File: src/rtl/fifo_resp.sv
// fifo_resp: responder queue for the arbiter pop/push protocol.
// Registered read data with combinational occupancy flags decoded from count.
module fifo_resp #(
    parameter int DATA_WIDTH = 6,
    parameter int ADDR_WIDTH = 2,
    parameter int AF_LEVEL   = 3,
    parameter int AE_LEVEL   = 1
) (
    input  logic                  clk,
    input  logic                  reset,
    input  logic                  push,
    input  logic [DATA_WIDTH-1:0] data_in,
    input  logic                  pop,
    output logic [DATA_WIDTH-1:0] data_out,
    output logic                  valid_out,
    output logic                  empty,
    output logic                  full,
    output logic                  almost_empty,
    output logic                  almost_full,
    output logic [ADDR_WIDTH:0]   count,
    output logic                  error
);
    localparam int DEPTH = 1 << ADDR_WIDTH;
    localparam logic [ADDR_WIDTH:0] DEPTH_C = DEPTH[ADDR_WIDTH:0];
    localparam logic [ADDR_WIDTH:0] AF_C    = AF_LEVEL[ADDR_WIDTH:0];
    localparam logic [ADDR_WIDTH:0] AE_C    = AE_LEVEL[ADDR_WIDTH:0];

    logic [DATA_WIDTH-1:0] mem_q [DEPTH];
    logic [ADDR_WIDTH-1:0] wr_ptr_q, wr_ptr_d, rd_ptr_q, rd_ptr_d;
    logic [ADDR_WIDTH:0]   count_q, count_d;
    logic [DATA_WIDTH-1:0] data_out_q, data_out_d;
    logic                  valid_q, valid_d, error_q, error_d;
    logic                  push_ok, pop_ok;

    assign empty        = count_q == '0;
    assign full         = count_q == DEPTH_C;
    assign almost_empty = (count_q != '0) && (count_q <= AE_C);
    assign almost_full  = count_q >= AF_C;
    assign count        = count_q;
    assign data_out     = data_out_q;
    assign valid_out    = valid_q;
    assign error        = error_q;

    // A full queue still accepts a push when a pop frees a slot in the same cycle.
    assign pop_ok  = pop & ~empty;
    assign push_ok = push & (~full | pop_ok);

    always_comb begin
        wr_ptr_d   = push_ok ? wr_ptr_q + 1'b1 : wr_ptr_q;
        rd_ptr_d   = pop_ok ? rd_ptr_q + 1'b1 : rd_ptr_q;
        count_d    = (push_ok && !pop_ok) ? count_q + 1'b1 :
                     (pop_ok && !push_ok) ? count_q - 1'b1 : count_q;
        data_out_d = pop_ok ? mem_q[rd_ptr_q] : data_out_q;
        valid_d    = pop_ok;
        error_d    = error_q | (push & ~push_ok) | (pop & empty);
    end

    always_ff @(posedge clk) begin
        if (!reset) begin
            wr_ptr_q   <= '0;
            rd_ptr_q   <= '0;
            count_q    <= '0;
            data_out_q <= '0;
            valid_q    <= 1'b0;
            error_q    <= 1'b0;
        end else begin
            wr_ptr_q   <= wr_ptr_d;
            rd_ptr_q   <= rd_ptr_d;
            count_q    <= count_d;
            data_out_q <= data_out_d;
            valid_q    <= valid_d;
            error_q    <= error_d;
        end
    end

    // Storage is not cleared; writes are blocked while reset is asserted.
    always_ff @(posedge clk) begin
        if (reset && push_ok)
            mem_q[wr_ptr_q] <= data_in;
    end
endmodule

File: config.mk
export PLATFORM = sky130hd
export DESIGN_NAME = fifo_resp
export DESIGN_NICKNAME = d
export VERILOG_FILES = /design/src/rtl/fifo_resp.sv
export SDC_FILE = /design/constraint.sdc
export NUM_CORES = 1
export LEC_CHECK = 0
export ABC_CLOCK_PERIOD_IN_PS = 3200
export BUFFER_PORTS_ARGS = -buffer_cell sky130_fd_sc_hd__buf_2
export CAP_MARGIN = 20
export CORE_MARGIN = 3
export CORE_UTILIZATION = 29
export DETAILED_ROUTE_END_ITERATION = 7
export SLEW_MARGIN = 20
export SYNTH_ARGS = -nofsm -noshare
export SYNTH_HDL_FRONTEND = slang
export SYNTH_SLANG_ARGS = --single-unit
File: constraint.sdc
create_clock -name clk -period 3.2 [get_ports clk]
set_input_delay 0.48 -clock clk [delete_from_list [all_inputs] [get_ports clk]]
set_output_delay 0.48 -clock clk [all_outputs]
set_load 0.005 [all_outputs]
# ---- Word-level counts from Yosys, hierarchy flattened
# Memory sizes are Yosys's and may differ from the RTL's. A register that Yosys moved wholly into a read port is not among the register bits.
# Cells that the tools add are included.
dict set report totals {
  output_inout_bits 15
  register_bits 9
  ram_bits 24
  input_bits 10
  memories 1
  word_cells 37
}
dict set report classes {
  n_eq_ne 1
  muxes 4
  magnitude_cmp 2
  bitwise_logic 10
  addsub 4
  n_reduce_logical 10
}
# name depth width rd rd_clocked_by_memory_dff write_ports line
set memory_table {}
lappend memory_table {mem_q 4 6 1 1 1 28} ;# logic [DATA_WIDTH-1:0] mem_q [DEPTH];
# op n
set ops {}
lappend ops {{two-way mux 3 bit} 2}
lappend ops {{adder 2 x 1 -> 2 bit, second input constant} 2}
lappend ops {{AND 1 bit} 4}
lappend ops {{logical AND 1 bit} 4}
lappend ops {{adder 3 x 1 -> 3 bit, second input constant} 1}
lappend ops {{== test 3 bit, second input constant} 1}
lappend ops {{greater-or-equal comparator 3 x 2 -> 1 bit, second input constant} 1}
lappend ops {{<= comparator 3 x 1 -> 1 bit, second input constant} 1}
lappend ops {{logical NOT 1 bit} 3}
lappend ops {{logical NOT 3 bit} 1}
lappend ops {{inverter 1 bit} 3}
lappend ops {{bitwise OR 1 bit} 3}
lappend ops {{nonzero test 3 bit} 1}
lappend ops {{subtractor 3 x 1 -> 3 bit, second input constant} 1}
lappend ops {{two-way mux 1 bit} 2}
lappend ops {{nonzero test 2 bit} 1}

# ---- Logic depth before layout (Yosys ltp)
# Gate-level depths: netlist of the first run.
dict set report logic_depth {
  depth_word 9
  ltp_mapped 10
  depth_no_buf 10
}

# ---- Worst setup path after synthesis of the first run
# Ideal clock, no wire load.
dict set report synth_path {
  kind {register -> register}
  startpoint {register count_q[0], in the netlist count[0]}
  endpoint {register count_q[2], in the netlist count[2]}
  path_buffers 0
  arrival_time_ps 1853
  path_slack_ps 1227
  period_less_slack_ps 1973
  setup_time_ps 121
  required_time_ps 3079
  stages_incl_launch_ff 10
  path_cell_list {dfxtp_1 inv_1 ha_1 nand2b_1 inv_1 nor2_1 inv_1 ha_1 o21ai_0 a21oi_1}
}
dict set report synth_between {
  elab_chain_len 8
  word_cells_on_any_way 16
  classes_between {add/sub: 2; eq/ne: 1; mux: 2; bitwise: 5; reduce/logical: 6}
}
# item line
set synth_rtl {}
lappend synth_rtl {{from (decl)} 30} ;# logic [ADDR_WIDTH:0] count_q, count_d;
lappend synth_rtl {{from (signal assigned)} 69} ;# count_q <= count_d;
lappend synth_rtl {{logical NOT 3 bit *} 35} ;# assign empty = count_q == '0;
lappend synth_rtl {{net empty} 16} ;# output logic empty,
lappend synth_rtl {{inverter 1 bit *} 45} ;# assign pop_ok = pop & ~empty;
lappend synth_rtl {{AND 1 bit *} 45}
lappend synth_rtl {{bitwise OR 1 bit} 46} ;# assign push_ok = push & (~full | pop_ok);
lappend synth_rtl {{AND 1 bit} 46}
lappend synth_rtl {{logical NOT 1 bit} 52} ;# (pop_ok && !push_ok) ? count_q - 1'b1 : count_q;
lappend synth_rtl {{logical AND 1 bit} 52}
lappend synth_rtl {{nonzero test 2 bit (no source line)} n/a}
# The timed path passes the listed nets; every way through them passes the cells marked *. The select of a mux whose other input is x is not followed.
# A chain may end at the register's enable or synchronous reset.

# ---- Final worst setup path of the first run
dict set report layout_path {
  startpoint {register count_q[0], in the netlist count[0]}
  endpoint {register count_q[1], in the netlist count[1]}
}
dict set report layout_between {
  elab_chain_len 8
  word_cells_on_any_way 16
  classes_between {add/sub: 2; eq/ne: 1; mux: 2; bitwise: 5; reduce/logical: 6}
}
# item line
set layout_rtl {}
lappend layout_rtl {{logical NOT 3 bit} 35}
lappend layout_rtl {{inverter 1 bit} 45}
lappend layout_rtl {{AND 1 bit} 45}
lappend layout_rtl {{bitwise OR 1 bit} 46}
lappend layout_rtl {{AND 1 bit} 46}
lappend layout_rtl {{logical NOT 1 bit} 52}
lappend layout_rtl {{logical AND 1 bit} 52}
lappend layout_rtl {{nonzero test 2 bit (no source line)} n/a}
# Parallel ways exist; a longest one is shown, timed or not. The select of a mux whose other input is x is not followed.

==> results of run 1 <==
## sequential cells by signal, summed over array words and instances (netlist names)
name,cells
wr_ptr_q,2
data_out,6
count,3
error,1
valid_out,1
mem_q,24
rd_ptr_q,2
## cells in the final DEF, fill, tap and decap left out, types with 2 or more instances in the layout
master,netlist,routed
a21oi_1,7,7
and3_1,4,4
and3b_1,2,2
buf_2,1,24
bufinv_16,0,2
clkbuf_8,0,5
dfxtp_1,15,15
edfxtp_1,24,24
ha_1,10,10
inv_1,10,10
mux4_1,6,6
nand2_1,6,6
nand3_1,3,3
nor2_1,6,6
nor2b_1,2,2
o21ai_0,6,6
o2bb2ai_1,6,6
## stage by stage
step	setup WS [ns]	cells	power [W]	utilization	hold WS (ns)
after detailed placement	0.9922	217	0.001154	0.3380	0.4403
after floorplan	1.227	125	0.001001	-	0.4421
after global routing	0.6775	225	0.001718	0.3618	0.4026
final	1.020	225	0.001606	0.3618	0.4072
after CTS	0.9853	225	0.001631	0.3618	0.3967
after global placement	1.044	217	0.001148	0.3380	0.4371
## cell families after synthesis
kind of cell             count (synthesis)  synth area share
XOR/XNOR                                 2           0.01032
AO/OA/AOI/OAI                           21           0.07812
multiplexers                             7           0.09875
flip-flops                              39            0.6013
buffers and inverters                   16           0.04052
AND/OR/NAND/NOR                         30           0.09727
adder cells (fa/ha/maj)                 10           0.07369
## worst reg2reg max path, delay by kind of cell (launching register included)
| family | cells | cell delay (ns) |
|---|---|---|
| flip-flops | 1 | 0.41 |
| AND/OR/NAND/NOR | 3 | 0.53 |
| adder cells (fa/ha/maj) | 2 | 0.64 |
| multiplexers | 1 | 0.20 |
| buffers and inverters | 3 | 0.29 |
## final timing paths
check | start | end | slack, ns | cells past startpoint
hold reg to reg | error$_SDFF_PN0_ | error$_SDFF_PN0_ | 0.45 | 2
setup / recovery | count[0]$_SDFFE_PN0P_ | count[1]$_SDFFE_PN0P_ | 1.02 | 9
hold / removal | data_in[0] | mem_q[1][0]$_DFFE_PP_ | 0.41 | 1
setup reg to reg | count[0]$_SDFFE_PN0P_ | count[1]$_SDFFE_PN0P_ | 1.02 | 9
## final cells by class
class / instances / area [sq um]
multi-input combinational: 70 / 608.1
fill: 538 / 3557
timing repair buffer: 24 / 120.1
clock inverter: 2 / 60.06
tap: 72 / 90.09
sequential: 39 / 1021
inverter: 12 / 45.04
clock buffer: 6 / 72.57
## layer usage
metal | share of wire | vias to the layer above | global-route usage
met5 | 0 | - | 0
met4 | 0.019 | 0 | 0.04412
met3 | 0.042 | 4 | 0.02711
met2 | 0.49 | 19 | 0.1522
met1 | 0.45 | 469 | 0.1101
li1 | - | 511 | -
## power breakdown
| group | switching, W | total, W | internal, W |
|---|---|---|---|
| registers | 0.0000690 | 0.000672 | 0.000603 |
| clock network | 0.000161 | 0.000473 | 0.000311 |
| logic | 0.000236 | 0.000461 | 0.000225 |
==> qor.csv, run 1 <==
stage;metric;value;unit
synth;synthesis.yosys.warnings;0;
setup_path;slowest_delay;0.41;ns
setup_path;critical_path_buf_inv_count;3;
run_status;status;completed;
drt;totalWireLength;2860;um
floorplanning;io_pins;25;
setup_path;crit_path_cell_trace;inv_1, ha_1, nand2b_1, inv_1, nor2_1, inv_1, ha_1, mux2i_1, nor2_1;
synth;yosysTopAreaCellShare;0.4245;
timing;fin_crit_sh;0.6814;
layout;diodes;0;
synth;syn_nets;145;
timing;fmax;458.6;MHz
clocking;cts_resized;0;
floorplanning;coreArea;5574;sq um
global_route;antenna_found_initial;0;
setup_path;crit_type;reg2reg;
drt;wl_per_cell;12.71;um
timing;slew_viol_final;0;
drt;ant_nets;0;
floorplanning;die_area;6809;sq um
synth;async_reset_ff_frac;0;
synth;synth_cell_types;32;
setup_path;cpMostUsedCell;inv_1;
floorplanning;die_x;82.52;um
layout;final_nets;172;
timing;rsz0062_at_grt;false;
clocking;cts_buffer_depth;2;
power;leakagePower;0.7976;nW
clocking;numCtsBuffers;5;
timing;slew-limit-headroom;0.6949;
clocking;h-tree-depth;2;
setup_path;cp_max_fo;7;
clocking;cts_hold_buf;0;
drt;vias_per_cell;4.458;
clocking;postCtsSetupBuffers;0;
place;gp_congestion;0.7137;
synth;ys_seq_elements;39;
synth;synth_area_per_cell;13.58;sq um
floorplanning;rows;27;
layout;drive_above_1_share;0.2157;
worst_hold_path;hold_path.class;in2reg;
clocking;path_clk_slew;0.07;ns
synth;yosysTopAreaCell;edfxtp_1;
synth;synth.top_cells.by_count;edfxtp_1 (24), dfxtp_1 (15), ha_1 (10), inv_1 (10), a21oi_1 (7);
floorplanning;start_util;0.3046;
setup_path;cp_slowest_cell;dfxtp_1;
setup_path;worstPathRequired;3.37;ns
place;portBuffers;24;
run;drv_cap;0;
synth;synth_seq_area_share;0.6013;
synth;syn_inst;125;
timing;period_needed;2.180;ns
setup_path;end_kind;register;
clocking;cts_tree;done;
setup_path;start_kind;register;
power;vdd_drop_max;219.2;uV
global_route;grt_pass1_vias;931;
power;powerDensity;796.4;nW/um^2
synth;ys_top_cells_by_area;edfxtp_1 (42%), dfxtp_1 (18%), mux4_1 (9.3%);
global_route;grt_max_degree;13;
drt;drc;0;
layout;final_cell_area;2017;sq um
global_route;grt_pass1_wl;4560;um
global_route;track_usage;0.09231;
synth;synth_edf_count;24;
drt;drt_iter0_markers;73;
timing;final_hold_viol_count;0;
setup_path;worstPathArrival;2.35;ns
synth;yosysMostFrequentCell;edfxtp_1;
global_route;grt_overflow;0;
timing;tightest_slew;0.4570;ns
layout;area_delta_synth_final;18.79;%
synth;synth_flop_cell;edfxtp_1;
timing;setup_viol;0;
setup_path;cp_top_family;adder cells;
place;dp_hpwl;2048;um
clocking;clock-sinks;39;
clocking;clockRootBuffer;clkbuf_8;
drt;drtPass1Iterations;4;
timing;finalSetupTns;0;ns
floorplanning;fp.dieH;82.52;um
timing;skew;0.006953;ns
clocking;insertion_delay;0.29;ns
synth;synthesis.area;1698;sq um
drt;vias;1003;
place;dpl_cell_area;1884;sq um
Power figures use the tool's default switching activity.
==> run 2, diff against run 1 <==
--- a/config.mk
+++ b/config.mk
@@ -5,7 +5,7 @@
 export SDC_FILE = /design/constraint.sdc
 export NUM_CORES = 1
 export LEC_CHECK = 0
-export ABC_CLOCK_PERIOD_IN_PS = 3200
+export ABC_CLOCK_PERIOD_IN_PS = 2200
 export BUFFER_PORTS_ARGS = -buffer_cell sky130_fd_sc_hd__buf_2
 export CAP_MARGIN = 20
 export CORE_MARGIN = 3
==> constraint.sdc (replaced) <==
create_clock -name clk -period 2.2 [get_ports clk]
set_input_delay 0.33 -clock clk [delete_from_list [all_inputs] [get_ports clk]]
set_output_delay 0.33 -clock clk [all_outputs]
set_load 0.005 [all_outputs]
==> run 2 against run 1 <==
- sequential power rose by 45%
- via count increased by 1.5%
- design area shrank 1.8%
- register-to-register slack got worse by 0.78 ns
- clock-buffer cell count fell by 1
- global-route usage decreased by 0.11 points
- clock power is essentially flat
- power grew 32%
==> qor.csv, run 2 (synthesis gave the netlist of run 1 again) <==
stage;metric;value;unit;change
run_status;status;completed;;unchanged
place;gp_congestion;0.7917;;was 0.7137
run;drv_cap;0;;unchanged
power;vdd_drop_max;323.0;uV;was 219.2 uV
timing;skew;0.004415;ns;was 0.006953 ns
setup_path;cp_max_fo;6;;was 7
floorplanning;start_util;0.3046;;unchanged
layout;final_util;0.3553;;was 0.3618
drt;drt_iter0_markers;51;;was 73
timing;rsz0062_at_grt;false;;unchanged
setup_path;crit_path_cell_trace;inv_1, ha_1, and3b_1, nor2_1, and3_1;;was inv_1, ha_1, nand2b_1, inv_1, nor2_1, inv_1, ha_1, mux2i_1, nor2_1
timing;slew_viol_final;0;;unchanged
clocking;cts_buffer_depth;2;;unchanged
layout;layout_common_cells;buf_2 (24), edfxtp_1 (24), dfxtp_1 (15), inv_1 (10), ha_1 (10);;unchanged
setup_path;worstPathArrival;1.93;ns;was 2.35 ns
layout;regMostFlops;mem_q;;unchanged
clocking;clock-sinks;39;;unchanged
clocking;postCtsSetupBuffers;0;;unchanged
global_route;track_usage;0.09124;;was 0.09231
timing;finalSetupTns;0;ns;unchanged
layout;final_nets;173;;was 172
power;powerDensity;1073;nW/um^2;was 796.4 nW/um^2
clocking;cts_hold_buf;0;;unchanged
clocking;cts_tree;done;;unchanged
clocking;insertion_delay;0.29;ns;about the same
drt;vias;1018;;was 1003
drt;totalWireLength;2791;um;was 2860 um
global_route;grt_max_degree;14;;was 13
timing;fmax;508.9;MHz;was 458.6 MHz
floorplanning;die_area;6809;sq um;unchanged
global_route;grt_pass1_vias;976;;was 931
global_route;grt_pass1_wl;4574;um;was 4560 um
layout;drive_above_1_share;0.2273;;was 0.2157
drt;vias_per_cell;4.504;;was 4.458
floorplanning;rows;27;;unchanged
setup_path;worstPathRequired;2.16;ns;was 3.37 ns
clocking;numCtsBuffers;5;;unchanged
timing;whs;0.2567;ns;was 0.4072 ns
timing;period_needed;1.965;ns;was 2.180 ns
setup_path;start_kind;register;;unchanged
layout;largest_register_ffs;24;;unchanged
timing;setup_viol;0;;unchanged
floorplanning;fp.dieH;82.52;um;unchanged
floorplanning;coreArea;5574;sq um;unchanged
place;dp_hpwl;2032;um;was 2048 um
place;dpl_cell_area;1892;sq um;was 1884 sq um
setup_path;cp_slowest_cell;dfxtp_1;;unchanged
setup_path;slowest_delay;0.41;ns;about the same
clocking;cts_resized;0;;unchanged
drt;ant_nets;0;;unchanged
setup_path;end_kind;register;;unchanged
setup_path;crit_type;reg2reg;;unchanged
place;portBuffers;24;;unchanged
drt;drtPass1Iterations;4;;unchanged
layout;area_delta_synth_final;16.65;%;was 18.79%
timing;fin_crit_sh;0.8933;;was 0.6814
worst_hold_path;hold_path.class;in2reg;;unchanged
floorplanning;die_x;82.52;um;unchanged
global_route;antenna_found_initial;0;;unchanged
global_route;grt_overflow;0;;unchanged
clocking;h-tree-depth;2;;unchanged
drt;drc;0;;unchanged
timing;tightest_slew;0.4305;ns;was 0.4570 ns
layout;diodes;0;;unchanged
clocking;path_clk_slew;0.08;ns;was 0.07 ns
layout;final_cell_area;1981;sq um;was 2017 sq um
timing;slew-limit-headroom;0.7114;;was 0.6949
floorplanning;io_pins;25;;unchanged
power;leakagePower;0.7775;nW;was 0.7976 nW
clocking;clockRootBuffer;clkbuf_8;;unchanged
drt;wl_per_cell;12.35;um;was 12.71 um
timing;final_hold_viol_count;0;;unchanged
## run 2: cell types whose count changed in the layout (fill, tap and decap cells not counted)
cell and delta:
clkinv_2 +1, bufinv_16 -2, clkbuf_1 -1, buf_4 +1
clkinvlp_4 +2
## run 2: cell type report
type,instances,area [sq um]
Multi-Input combinational cell,70,608.1
Sequential cell,39,1021
Fill cell,552,3593
Clock buffer,5,68.82
Timing Repair Buffer,25,127.6
Clock inverter,3,20.02
Tap cell,72,90.09
Inverter,12,45.04
## run 2: critical path, delay by kind of cell, from the launching register on
kind	cells	cell delay, ns
fa+ha+maj	1	0.27
buf+inv	1	0.11
flops	1	0.41
simple gates	3	0.86
## run 2: per-layer routing
metal | up-vias | GRT usage | share of wire
li1 | 516 | - | -
met1 | 476 | 0.1068 | 0.44
met2 | 21 | 0.1522 | 0.49
met3 | 5 | 0.02711 | 0.047
met4 | 0 | 0.04412 | 0.025
met5 | - | 0 | 0
## run 2: final timing paths
path	startpoint	cells after the start	slack, ns	to
min	data_in[0]	1	0.26	mem_q[3][0]$_DFFE_PP_
max	count[0]$_SDFFE_PN0P_	5	0.23	mem_q[3][4]$_DFFE_PP_
min reg2reg	error$_SDFF_PN0_	2	0.45	error$_SDFF_PN0_
max reg2reg	count[0]$_SDFFE_PN0P_	5	0.23	mem_q[3][4]$_DFFE_PP_
## run 2: metrics by stage
stage / cells / total power [W] / worst slack [ns]
2_1_floorplan: 125 / 0.001456 / 0.2267
3_3_place_gp: 218 / 0.001684 / 0.2758
3_5_place_dp: 218 / 0.001686 / 0.2523
4_1_cts: 226 / 0.002164 / 0.2447
5_1_grt: 226 / 0.002294 / 0.05034
6_report: 226 / 0.002125 / 0.2348
## run 2: power breakdown
part	total, W	internal [W]	switching, W	leakage, nW
Sequential	0.000974	0.000877	0.0000973	0.341
Clock	0.000473	0.000220	0.000252	0.0402
Combinational	0.000678	0.000337	0.000340	0.396
